**config.mk**
```make
export PLATFORM = sky130hd
export DESIGN_NAME = proj_fm_reader
export DESIGN_NICKNAME = d
export VERILOG_FILES = /design/src/rtl/proj_pkg.sv /design/src/rtl/proj_fm_reader.sv
export SDC_FILE = /design/constraint.sdc
export NUM_CORES = 1
export LEC_CHECK = 0
export CORE_MARGIN = 1
export CORE_UTILIZATION = 45
export CTS_CLUSTER_SIZE = 20
export DETAILED_ROUTE_END_ITERATION = 12
export GPL_ROUTABILITY_DRIVEN = 0
export PLACE_DENSITY_LB_ADDON = 0.25
export RECOVER_POWER = 50
export SLEW_MARGIN = 20
export SYNTH_ARGS = -nofsm -noshare
export SYNTH_HDL_FRONTEND = slang
export SYNTH_SLANG_ARGS = --single-unit
```
**constraint.sdc**
```tcl
create_clock -name clk -period 2.7 [get_ports clk]
set_input_delay 0.27 -clock clk [delete_from_list [all_inputs] [get_ports clk]]
set_output_delay 0.27 -clock clk [all_outputs]
set_load 0.005 [all_outputs]
```
**src/rtl/proj_pkg.sv**
```systemverilog
// Shared project parameters for the feature-map datapath.
package proj_pkg;
  localparam int INDICE_LEN     = 8;
  localparam int FM_BUFFER_SIZE = 8;
endpackage

```
**src/rtl/proj_fm_reader.sv**
```systemverilog
// Read-side sequencer for the feature-map buffer: walks addresses 0..BUF_SIZE-1
// after each fill and streams the words out through a 2-entry credit-gated FIFO.
module proj_fm_reader #(
  parameter int INDICE_LEN = proj_pkg::INDICE_LEN,
  parameter int BUF_SIZE   = proj_pkg::FM_BUFFER_SIZE,
  parameter int DATA_W     = 8
) (
  input  logic                  clk,
  input  logic                  rst_n,
  input  logic                  fill_done,
  output logic                  rd_en,
  output logic [INDICE_LEN-1:0] rd_addr,
  input  logic [DATA_W-1:0]     rd_data,
  output logic                  m_valid,
  output logic [DATA_W-1:0]     m_data,
  output logic                  m_last,
  input  logic                  m_ready,
  output logic                  busy,
  output logic                  done,
  output logic                  buf_free,
  output logic                  err_overrun
);

  // Handshake: a beat transfers on a rising edge where m_valid && m_ready; once
  // m_valid rises, m_data/m_last hold until that transfer and m_valid never drops early.

  typedef enum logic [1:0] {ST_IDLE, ST_READ, ST_DRAIN} state_e;

  localparam logic [INDICE_LEN-1:0] LAST_ADDR = INDICE_LEN'(BUF_SIZE - 1);

  state_e                     state_q, state_d;
  logic [INDICE_LEN-1:0]      rd_ptr_q, rd_ptr_d;
  logic                       inflight_q, inflight_d;
  logic                       inflight_last_q, inflight_last_d;
  logic [1:0][DATA_W-1:0]     fifo_data_q, fifo_data_d;
  logic [1:0]                 fifo_last_q, fifo_last_d;
  logic                       wr_idx_q, wr_idx_d;
  logic                       rd_idx_q, rd_idx_d;
  logic [1:0]                 count_q, count_d;
  logic                       done_q, done_d;
  logic                       err_q, err_d;

  logic       push;
  logic       pop;
  logic       head_last;
  logic [2:0] used;
  logic       rd_en_c;

  always_comb begin
    push      = inflight_q;
    pop       = (count_q != 2'd0) && m_ready;
    head_last = fifo_last_q[rd_idx_q];
    used      = 3'(count_q) + 3'(inflight_q);
    // Issue only if the word would still have a FIFO slot after this cycle's pop.
    rd_en_c   = (state_q == ST_READ) && (used <= 3'd1 + 3'(pop));

    state_d  = state_q;
    rd_ptr_d = rd_ptr_q;
    unique case (state_q)
      ST_IDLE: begin
        if (fill_done) begin
          state_d  = ST_READ;
          rd_ptr_d = '0;
        end
      end
      ST_READ: begin
        if (rd_en_c) begin
          rd_ptr_d = rd_ptr_q + INDICE_LEN'(1);
          if (rd_ptr_q == LAST_ADDR) state_d = ST_DRAIN;
        end
      end
      ST_DRAIN: begin
        if (pop && head_last) state_d = ST_IDLE;
      end
      default: state_d = ST_IDLE;
    endcase

    done_d          = (state_q == ST_DRAIN) && pop && head_last;
    err_d           = err_q | (fill_done && (state_q != ST_IDLE));
    inflight_d      = rd_en_c;
    inflight_last_d = rd_en_c && (rd_ptr_q == LAST_ADDR);

    fifo_data_d = fifo_data_q;
    fifo_last_d = fifo_last_q;
    if (push) begin
      fifo_data_d[wr_idx_q] = rd_data;
      fifo_last_d[wr_idx_q] = inflight_last_q;
    end
    wr_idx_d = wr_idx_q ^ push;
    rd_idx_d = rd_idx_q ^ pop;
    count_d  = count_q + {1'b0, push} - {1'b0, pop};
  end

  always_ff @(posedge clk or negedge rst_n) begin
    if (!rst_n) begin
      state_q         <= ST_IDLE;
      rd_ptr_q        <= '0;
      inflight_q      <= 1'b0;
      inflight_last_q <= 1'b0;
      fifo_data_q     <= '0;
      fifo_last_q     <= '0;
      wr_idx_q        <= 1'b0;
      rd_idx_q        <= 1'b0;
      count_q         <= 2'd0;
      done_q          <= 1'b0;
      err_q           <= 1'b0;
    end else begin
      state_q         <= state_d;
      rd_ptr_q        <= rd_ptr_d;
      inflight_q      <= inflight_d;
      inflight_last_q <= inflight_last_d;
      fifo_data_q     <= fifo_data_d;
      fifo_last_q     <= fifo_last_d;
      wr_idx_q        <= wr_idx_d;
      rd_idx_q        <= rd_idx_d;
      count_q         <= count_d;
      done_q          <= done_d;
      err_q           <= err_d;
    end
  end

  assign rd_en       = rd_en_c;
  assign rd_addr     = rd_ptr_q;
  assign m_valid     = (count_q != 2'd0);
  assign m_data      = fifo_data_q[rd_idx_q];
  // The head slot keeps its last tag after draining, so qualify it with valid.
  assign m_last      = m_valid && head_last;
  assign busy        = (state_q != ST_IDLE);
  assign buf_free    = (state_q == ST_IDLE);
  assign done        = done_q;
  assign err_overrun = err_q;

  a_fifo_no_overflow: assert property (@(posedge clk) disable iff (!rst_n)
    !(push && !pop && (count_q == 2'd2)));

endmodule

```
* Word level (Yosys, flattened, before mapping) *
Index checks and enable logic that the tools add are counted.

operators by class
  add/subtract/negate cells = 5
  eq/ne operators = 7
  mux-type cells = 18
  bitwise logic cells = 3
  $lt $le $gt $ge = 4
  reduce and logical (&&, ||, !) cells = 15

operators by type and width
  operator                                                count
  two-way mux 8 bit                                       5
  bitwise mux 16 bit                                      1
  case mux 8 bit (2 select lines)                         1
  logical AND 1 bit                                       9
  adder 8 x 1 -> 8 bit (second input constant)            1
  demux 8 bit (select 1 bit)                              1
  equality test 8 x 3 -> 1 bit (second input constant)    1
  two-way mux 2 bit                                       4
  inequality test 2 bit (second input constant)           3
  case mux 2 bit (3 select lines)                         1
  nonzero test 2 bit                                      3
  < comparator 1 x 2 -> 1 bit (second input constant)     2
  AND reduction 4 bit                                     1
  adder 2 x 1 -> 3 bit                                    1
  less-or-equal comparator 3 x 2 -> 1 bit                 1
  two-way mux 1 bit                                       3
  AND reduction 3 bit                                     1
  adder 1 x 1 -> 2 bit (first input constant)             1
  adder 2 x 1 -> 2 bit                                    1
  bitwise mux 2 bit                                       1
  equality test 2 x 1 -> 1 bit (second input constant)    1
  equality test 2 bit (second input constant)             1
  zero test 2 bit                                         1
  inequality test 2 x 1 -> 1 bit (second input constant)  1
  5 further kinds                                         6

word-level totals
  output and inout port bits = 23
  flip-flop bits (word level) = 36
  word-level logic and storage cells = 64
  input port bits = 12

* Depth between registers and ports, before layout *
  depth in word-level cells = 7
  depth in mapped cells = 8
  mapped depth without buffers = 8

* Worst setup path after synthesis *
Ideal clock, no wire load.

  kind = register -> register
  from = register count_q[1]
  to = register rd_ptr_q[7] (netlist: rd_addr[7])
  slack = 262 ps
  library setup time = 82 ps
  cell stages (with the launch flop) = 9
  data arrival time = 2356 ps
  data required time = 2618 ps
  period minus slack after synthesis = 2438 ps
  path buffers = 0
  path through = dfrtp_1 or2_2 nand2_1 inv_1 fa_1 or3b_4 a21boi_4 a41oi_1 a31oi_1

between the ends
  longest elaborated chain between the ends = 7
  elaborated cells on any way between the ends = 8
  those cells by class = add/sub: 2; order compare: 1; eq/ne: 1; reduce/logical: 4

ends and longest elaborated chain
  element                                  RTL line               source
  start: declaration                       proj_fm_reader.sv:39   logic [1:0] count_q, count_d;
  start signal: assignment                 proj_fm_reader.sv:116  count_q <= count_d;
  nonzero test 2 bit                       n/a
  net m_valid                              proj_fm_reader.sv:14   output logic m_valid,
  logical AND 1 bit                        proj_fm_reader.sv:51   pop = (count_q != 2'd0) && m_ready;
  adder 1 x 1 -> 2 bit                     proj_fm_reader.sv:55   rd_en_c = (state_q == ST_READ) && (used <= 3'd1 + 3'(pop));
  less-or-equal comparator 3 x 2 -> 1 bit  proj_fm_reader.sv:55
  logical AND 1 bit                        proj_fm_reader.sv:55
  net rd_en                                proj_fm_reader.sv:11   output logic rd_en,
  inequality test 2 bit (no source line)   n/a
  AND reduction 3 bit (no source line)     n/a
  end signal: assignment                   proj_fm_reader.sv:109  rd_ptr_q <= rd_ptr_d;
  end: declaration                         proj_fm_reader.sv:32   logic [INDICE_LEN-1:0] rd_ptr_q, rd_ptr_d;

The timed path passes the listed nets, and every way through them passes these cells.
A chain may end at the register's enable or synchronous reset.

* Final worst setup path *
  from = register count_q[1]
  to = output port rd_en

between the ends
  longest elaborated chain between the ends = 5
  elaborated cells on any way between the ends = 6
  those cells by class = add/sub: 2; order compare: 1; reduce/logical: 3

ends and longest elaborated chain
  element                                    RTL line
  nonzero test 2 bit                         proj_fm_reader.sv:51
  logical AND 1 bit                          proj_fm_reader.sv:51
  adder 1 x 1 -> 2 bit                       proj_fm_reader.sv:55
  less-or-equal comparator 3 x 2 -> 1 bit *  proj_fm_reader.sv:55
  logical AND 1 bit *                        proj_fm_reader.sv:55
  end: declaration                           proj_fm_reader.sv:11

Mark *: on every way between the ends. The rest lies on a longest branch, timed or not.

==> metrics <==
largest area contributor in the netlist=dfrtp_1; Starting Density=46.9%; # nets final=204; GRT Residual Overflow=0; Port Buffers=34; Hold Slack=0.458 ns; crit path max fanout=2; nature of the critical path endpoint=output port; via count=1257; placed cell areas=0.00217 mm2; Worst setup SP type=register; Area Overhead vs Synth=30.1%; largest net degree at the start of global routing=37; Commonest cells post-synth=dfrtp_1 (36), mux2_2 (26), inv_1 (9); final instance area=0.00223 mm2; NetSw=1100 uW; All-Layer GR Usage=18.9%; LEAKAGE=0.00101 uW; core footprint=0.00366 mm2; initial drt markers=46; std cell rows=22; Netlist cell types=31; Logic pwr share=56.3%; Net Sw Frac=36.4%; Slew HR=-29.1%; first-pass GRT wire length=5880 um; Max Slew Vio Count=37; Seq pwr share=32.5%; Post-synth EDFFs=0; Max-Cap Viols=1; worst hold path class=reg2reg; Mapped Area=0.00172 mm2; Primary FF master, synth=dfrtp_1; CTS max path bufs=2; Num Clock Sinks=36; Internal=1920 uW; violated checks=DRC, capacitance limit, slew limit; Crit Path Class=reg2out; Die H=63.7 um; cell with the most instances after synthesis=dfrtp_1; crit share post-route=94.2%; Worst Skew=0.00395 ns; top cell type's share of synthesized area=52.5%; Clk pin slew, worst setup/hold paths=0.06 ns; Avg Synthesized Cell Area=12.4 um2; Via density=5.47; clk_lat worst skew=0.28 ns; Setup Slack @ Placement=-0.0173 ns; Worst VDD drop=839 uV; min Tclk post-route=2.54 ns; share of post-route cells with drive strength above 1=25.3%; IO Pins=35; Pwr Density=1350 mW/mm2; Max Clk Rate=0.393 GHz; die area=0.00406 mm2; # setup viols final=0; RSZ-0062 raised after global routing=no; vias in the first global route=1269; Seq/Total Area, Yosys=52.5%; Core Util, Final=61.0%; hold violation total from the final report=0; dpl hpwl=2350 um; number of synthesized register bits=36; Die X=63.7 um; DRC=1; warnings from Yosys=0; CTS Buf Count=5; CTS H-tree lvls=2; largest cells by area after synthesis=dfrtp_1 (53%), mux2_2 (17%), ha_1 (5.1%); DR pass1 iterations=9; Total Routed Length=3390 um; Mapped Cells=138; Root Driver=clkbuf_8; clock network power share=11.2%; initial antenna violation count=0; TritonCTS clock tree=yes; average wire per standard cell=14.7 um; asr flop ratio synth=100%; dpl cells=225; Antenna diodes=0; Synth Net Count=158; arrival time worst endpoint=2.27 ns; critical path data required time=2.43 ns; final worst slack=0.156 ns; status=finished, violations left; DRT antenna net count=0; non-filler cells, final=230; worst-margin pin slew=1.94 ns
-- registers in the layout, summed over array words and instances (netlist names) --
name and flops:
fifo_last_q 2, rd_addr 8, err_overrun 1, done 1, state_q 2, wr_idx_q 1
inflight_last_q 1, fifo_data_q 16, count_q 2, inflight_q 1, rd_idx_q 1
-- layer usage --
layer | up-vias | GRT usage (%) | share of wire, %
met5 | - | 0 | 0
met4 | 0 | 7.39 | 1.7
met3 | 10 | 5.36 | 3.7
met2 | 33 | 30.2 | 49
met1 | 637 | 24.3 | 45
li1 | 577 | - | -
-- layout make-up --
cell class              count  area (um2)
flip-flops and latches     36         901
well taps                  48        60.1
clock buffers               5        68.8
multi-input cells          89         773
repair buffers             43         395
fillers                   303        1430
inverters                   9        33.8
-- repair_timing --
item / CTS / global route
setup buffers: 0 / 0
pin swaps: 1 / 3
resized for setup: 2 / 2
hold buffers: 0 / 0
endpoints found under the setup margin: 1 / 1
-- per-stage QoR --
stage	power [uW]	setup TNS (ns)
final	3010	0
after global routing	3230	0
after floorplan	1910	0
after CTS	3050	0
after global placement	2610	-0.0108
after detailed placement	2680	-0.0173
-- cells in the final DEF (no fill, tap or decap), types with 2 or more instances in the layout --
master	netlist	final
a21o_1	2	2
a21oi_1	5	5
a31oi_1	7	7
a41oi_1	3	3
and3_1	3	3
buf_4	0	6
clkbuf_1	2	2
clkbuf_8	0	5
clkdlybuf4s50_1	0	30
dfrtp_1	36	36
dlygate4sd3_1	0	3
ha_1	7	7
inv_1	9	9
mux2_2	26	26
nand2_1	7	7
nand2b_1	4	4
nand3_1	4	4
nor2_1	2	2
o21ai_0	2	2
o21bai_1	2	2
or2_2	2	2
xnor2_1	2	2
-- cells by family after synthesis --
group           Yosys count  share of synthesized area (%)
fa+ha+maj                 8                           6.27
xor+xnor                  2                           1.02
buf+inv                  13                           2.92
compound gates           24                           10.4
mux                      27                           17.7
simple gates             28                           9.19
flops                    36                           52.5
-- power by group through the flow --
stage / logic (uW) / clock network [uW] / registers (uW)
after floorplan: 995 / 0 / 911
after global placement: 1650 / 0 / 959
after detailed placement: 1700 / 0 / 983
after CTS: 1730 / 350 / 976
after global routing: 1860 / 366 / 1010
final: 1700 / 339 / 978
-- final timing paths --
check | start | endpoint | slack, ns | cells after the start
min in group asynchronous | rst_n | fifo_data_q[8] | 1.07 | 2
setup / recovery | count_q[1] | rd_en | 0.16 | 7
setup reg to reg | count_q[1] | rd_addr[6] | 0.18 | 8
max in group asynchronous | rst_n | rd_idx_q | 0.52 | 2
hold reg to reg | err_overrun | err_overrun | 0.46 | 1
hold / removal | err_overrun | err_overrun | 0.46 | 1
-- critical path, cell delays in order, from the launching register on --
cell and delay (ns):
dfrtp_1 0.37, or2_2 0.30, nand2_1 0.09, inv_1 0.05
fa_1 0.47, or3b_4 0.41, a21boi_4 0.17, clkbuf_2 0.13
(Power assumes the default switching activity.)
